--- src/rtl/operand_sequencer.sv ---
// rtl/operand_sequencer.sv - two-operand capture sequencer feeding an external adder
module operand_sequencer #(
    parameter int NUM_BITS = 8
) (
    input  logic                       clk,
    input  logic                       reset,
    input  logic signed [NUM_BITS-1:0] din,
    input  logic                       load,
    input  logic                       clear,
    input  logic                       acc_mode,
    output logic signed [NUM_BITS-1:0] a_out,
    output logic signed [NUM_BITS-1:0] b_out,
    input  logic signed [NUM_BITS-1:0] s_in,
    output logic signed [NUM_BITS-1:0] result,
    output logic                       z_q,
    output logic                       n_q,
    output logic                       p_q,
    output logic                       v_q,
    output logic                       done,
    output logic [1:0]                 state,
    output logic [3:0]                 op_count
);

    typedef enum logic [1:0] {
        WAIT_A  = 2'b00,
        WAIT_B  = 2'b01,
        CAPTURE = 2'b10,
        SHOW    = 2'b11
    } state_t;

    localparam int MSB = NUM_BITS - 1;

    state_t cur_state;
    state_t next_state;
    logic   load_q;
    logic   load_ev;

    // Button is a level; only its rising edge counts as a request.
    assign load_ev = load & ~load_q;
    assign done    = (cur_state == SHOW);
    assign state   = cur_state;

    always_comb begin
        next_state = cur_state;
        if (clear) begin
            next_state = WAIT_A;
        end else begin
            case (cur_state)
                WAIT_A:  if (load_ev) next_state = WAIT_B;
                WAIT_B:  if (load_ev) next_state = CAPTURE;
                CAPTURE: next_state = SHOW;
                SHOW:    if (load_ev) next_state = acc_mode ? CAPTURE : WAIT_B;
                default: next_state = WAIT_A;
            endcase
        end
    end

    always_ff @(posedge clk) begin
        if (reset) begin
            cur_state <= WAIT_A;
            load_q    <= 1'b0;
            a_out     <= '0;
            b_out     <= '0;
            result    <= '0;
            z_q       <= 1'b0;
            n_q       <= 1'b0;
            p_q       <= 1'b0;
            v_q       <= 1'b0;
            op_count  <= 4'd0;
        end else begin
            cur_state <= next_state;
            load_q    <= load;
            if (clear) begin
                a_out <= '0;
                b_out <= '0;
            end else begin
                case (cur_state)
                    WAIT_A: if (load_ev) a_out <= din;
                    WAIT_B: if (load_ev) b_out <= din;
                    CAPTURE: begin
                        result <= s_in;
                        z_q    <= (s_in == '0);
                        n_q    <= s_in[MSB];
                        p_q    <= ~s_in[0];
                        v_q    <= (a_out[MSB] == b_out[MSB]) && (s_in[MSB] != a_out[MSB]);
                        if (op_count != 4'd15) op_count <= op_count + 4'd1;
                    end
                    SHOW: begin
                        // Accumulate mode chains the shown result straight into A.
                        if (load_ev) begin
                            if (acc_mode) begin
                                a_out <= result;
                                b_out <= din;
                            end else begin
                                a_out <= din;
                            end
                        end
                    end
                    default: ;
                endcase
            end
        end
    end

endmodule

--- config.mk ---
export PLATFORM = sky130hd
export DESIGN_NAME = operand_sequencer
export DESIGN_NICKNAME = d
export VERILOG_FILES = /design/src/rtl/operand_sequencer.sv
export SDC_FILE = /design/constraint.sdc
export NUM_CORES = 1
export LEC_CHECK = 0
export CAP_MARGIN = 40
export CORE_UTILIZATION = 44
export DETAILED_ROUTE_END_ITERATION = 8
export PLACE_DENSITY = 0.76
export SYNTH_ARGS = -nofsm -noshare
export SYNTH_HDL_FRONTEND = slang
export SYNTH_SLANG_ARGS = --single-unit
--- constraint.sdc ---
create_clock -name clk -period 2.1 [get_ports clk]
set_input_delay 0.315 -clock clk [delete_from_list [all_inputs] [get_ports clk]]
set_output_delay 0.315 -clock clk [all_outputs]
set_load 0.02 [all_outputs]
* Word level (Yosys, flattened, before mapping) *
Index checks and enable logic that the tools add are counted.

cells by class
  muxes and demuxes = 12
  equality and inequality tests = 10
  add/subtract/negate cells = 1
  reduce and logical (&&, ||, !) cells = 11
  bitwise operators = 4

operator list
  kind                                                                    number
  8-bit 2-to-1 mux                                                        5
  8-bit one-hot mux with 2 select lines                                   2
  3-bit AND reduction                                                     3
  8-bit logical NOT                                                       1
  2-bit 2-to-1 mux                                                        4
  2-bit one-hot mux with 4 select lines                                   1
  2-bit != test (second input constant)                                   3
  4-bit by 1-bit adder with 4-bit output (second input constant)          1
  2-bit equality test (second input constant)                             2
  4-bit != test (second input constant)                                   1
  4-bit AND reduction                                                     1
  2-bit nonzero test                                                      2
  1-bit NOT                                                               3
  2-bit by 1-bit equality test with 1-bit output (second input constant)  1
  2-bit logical NOT                                                       1
  2-bit by 1-bit != test with 1-bit output (second input constant)        1
  2-bit AND reduction                                                     1
  2-bit OR reduction                                                      1
  1-bit AND                                                               1
  1-bit equality test                                                     1
  1-bit logical AND                                                       1
  1-bit != test                                                           1

word-level totals
  logic and storage cells = 48
  output and inout bits = 35
  bits of input ports = 21
  register bits = 35

* Longest topological paths before layout *
  depth in word-level cells = 4
  depth in mapped cells = 7
  mapped depth without buffers = 6

* Worst setup path before layout *
OpenSTA, ideal clock, no wires.

  path kind = reg2reg
  start point = reg cur_state[0] (netlist: state[0])
  end point = reg a_out[5]
  required time = 2.012 ns
  path slack = 0.319 ns
  stages on the path, launching flop included = 8
  arrival time = 1.693 ns
  path through = dfxtp_1 inv_1 ha_1 or2_4 a21oi_4 buf_6 nor2_1 a311oi_2

on the way
  longest elaborated chain between the ends = 3
  elaborated cells on any way between the ends = 7
  those cells by class = 3 x eq/ne; 1 x mux; 3 x reduce/logical

RTL lines
  element                                                                           line  text
  start: declaration                                                                33    state_t cur_state;
  start signal: assignment                                                          71    cur_state <= next_state;
  2-bit equality test / 2-bit logical NOT (equally long branches)                   77    case (cur_state)
  2-bit by 1-bit != test with 1-bit output (no line), or another cell as far along  -
  3-bit AND reduction (no line)                                                     -
  end signal: assignment                                                            78    WAIT_A: if (load_ev) a_out <= din;
  end signal: assignment                                                            92    a_out <= result;
  end signal: assignment                                                            95    a_out <= din;
  end: declaration                                                                  11    output logic signed [NUM_BITS-1:0] a_out,

Parallel ways exist; a longest one is shown, timed or not.
A chain may end at the register's enable or synchronous reset.

* Worst setup path after layout *
  start point = reg cur_state[0] (netlist: state[0])
  end point = out done

on the way
  longest elaborated chain between the ends = 1

RTL lines
  element              line  text
  2-bit equality test  40    assign done = (cur_state == SHOW);
  end: declaration     19    output logic done,

No other way between the ends.

==> metrics.cfg <==
[routing]
drt_wl_total_um = 3650
drc = 0
viasPerCell = 5.22
final_antenna_net_count = 0
avgRoutedWirePerCell_um = 12.9
vias = 1477
first_pass_iters = 4
first_iter_violations = 78

[placed_design]
placed_cells_incl_taps = 276
portBuffers = 55
gp_congestion = 0.766
dp_hpwl_um = 2660

[synthesis]
ys_warn_count = 0
yosysSeqAreaShare = 0.440
synth-seq-cells = 34
synth-main-ff-cell = dfxtp_1
syn_inst = 182
netlist.top_cell.by_area = dfxtp_1
synthTopCellsByArea = dfxtp_1 44%, nand2_1 6.5%, a21oi_1 6.5%
netlist_area_mm2 = 0.00155
synth_common_cells = 34 x dfxtp_1, 27 x nand2_1, 20 x a21oi_1, 18 x nand3_1, 17 x nor2_1
async_flop_share = 0
synth_fp_nets = 210
yosysTopAreaCellShare = 0.440
postSynthAreaPerCell_um2 = 8.50
synth.distinct_cells = 32
synth_enable_flop_cells = 0
synth.most_common_cell = dfxtp_1

[finish]
drive_gt1_frac = 0.0759
n_fill_cell = 319
fin_nets = 265
diodes = 0
syn_to_final_growth_pct = 42.8
stdcell_count = 283
final_util = 0.657

[setup_path]
cp.required_ns = 1.78
critical_path_arrival_ns = 1.71
max_stage_delay_ns = 0.63
crit_type = reg -> out
start_kind = register
critPathCaptureType = output port
slowest_stage = clkdlybuf4s50_1
path_cells = ha_2, clkdlybuf4s50_1
crit_path_max_fanout = 6
path_buf_inv = 1
cpLargestDelayFamily = buffers and inverters

[cts]
cts-root-buf = clkbuf_4
cts_hold_buffers = 0
tritoncts = built
clock_latency_ns = 0.34
cts_buffers = 5
postCtsSetupBuffers = 0
cts_max_path_buffers = 2
cts_resized = 1
cts_sinks = 34
cts.clk_slew.worst_paths_ns = 0.10
htreeDepth = 2

[timing]
fin_tns_setup_ns = 0
fin_hold_ws_ns = 0.468
slew_viol_final = 0
fin_crit_sh = 0.963
max_freq_mhz = 494
finalSetupViolCount = 0
worst_slew_pin_slew_ns = 0.710
clock-skew-final_ns = 0.00413
hold_violations = 0
rsz0062_at_grt = false
layout_min_cycle_time_ns = 2.02
slew_headroom = 0.525

[floorplan]
rows = 21
die_y_um = 61.3
initial_core_util = 0.460
coreArea_mm2 = 0.00336
io_pins = 56
fp.dieW_um = 61.3
die-area_mm2 = 0.00376

[global_routing]
globalRouteOverflowTotal = 0
met1_usage = 0.268
track_usage = 0.204
busiest_layer = met2
grt_pass1_wl_um = 5510
met2_usage = 0.307
use_met3 = 0.0756
antenna_found_initial = 0
first_global_vias = 1189
grt_max_degree = 19

[flow_run]
cap_violations = 0

[power]
power_uw = 1350
p_leak_uw = 0.000770
power.density_mw_per_mm2 = 609
ir_drop_v = 0.000326

[outcome]
status = finished clean

[min_path]
min_path_type = reg -> reg

-- cell usage in the layout (no fill, tap or decap), types with 2 or more instances in the layout --
cell,synthesis,final
ha_1,7,6
o21ai_0,9,9
clkbuf_4,0,5
a31oi_1,2,2
nand2b_1,2,2
buf_4,1,3
nor3_1,2,2
nor2_1,17,17
nor4_1,2,2
a211oi_1,2,2
nor2b_1,3,3
nand3_1,18,18
nand3b_1,2,2
inv_1,3,3
a311oi_2,2,2
clkdlybuf4s50_1,0,55
a21oi_1,20,20
a311oi_1,7,7
nand2_1,27,27
xnor2_1,2,2
mux2i_1,2,2
dfxtp_1,34,33
-- layout make-up --
class,instances,area [um^2],share of cell area
Multi-Input combinational cell,135,805,0.364
Clock inverter,1,30.0,0.0136
Sequential cell,34,682,0.309
Tap cell,46,57.6,0.0260
Timing Repair Buffer,58,573,0.259
Clock buffer,6,51.3,0.0232
Inverter,3,11.3,0.00510
-- registers in the layout, indices dropped and copies added (netlist names) --
| register | count |
|---|---|
| op_count | 4 |
| z_q | 1 |
| result | 8 |
| load_q | 1 |
| a_out | 8 |
| v_q | 1 |
| state | 2 |
| p_q | 1 |
| b_out | 8 |
-- report_power, final --
group | internal (uW) | switching, uW
clock | 277 | 221
combinational | 86.5 | 90.5
sequential | 659 | 11.0
-- metal layers --
metal | routed length (um) | vias up
li1 | - | 756
met1 | 1770 | 671
met2 | 1600 | 45
met3 | 236 | 5
met4 | 42 | 0
met5 | 0 | -
-- cells by family (layout without fill, tap and decap cells) --
group                    Yosys count  in the layout  synth area share
multiplexers                       2              2            0.0129
AO/OA/AOI/OAI                     47             47             0.204
flip-flops                        34             34             0.440
XOR/XNOR                           2              2            0.0113
AND/OR/NAND/NOR                   77             77             0.234
buffers and inverters             13             68            0.0420
adder cells (fa/ha/maj)            7              7            0.0566
-- worst reg2reg max path, cell delays in order, from the launching register on --
cell,delay (ns)
dfxtp_1,0.46
inv_1,0.15
ha_1,0.22
or2_4,0.24
a21oi_4,0.37
nor2_1,0.08
a311oi_1,0.27
-- metrics by stage --
step,cell area [um^2],setup slack (ns)
2_1_floorplan,1550,0.319
3_3_place_gp,2120,0.324
3_5_place_dp,2120,0.263
4_1_cts,2210,0.0221
5_1_grt,2210,0.00632
6_report,2210,0.0776
-- path summary, 6_finish.rpt --
| path | from | to | slack, ns | cells after the start |
|---|---|---|---|---|
| setup / recovery | state[0] | done | 0.08 | 2 |
| hold / removal | b_out[1] | b_out[1] | 0.47 | 2 |
| setup reg to reg | state[0] | a_out[7] | 0.23 | 6 |
| hold reg to reg | b_out[1] | b_out[1] | 0.47 | 2 |
Note: power is estimated with default switching activity, not from simulation.
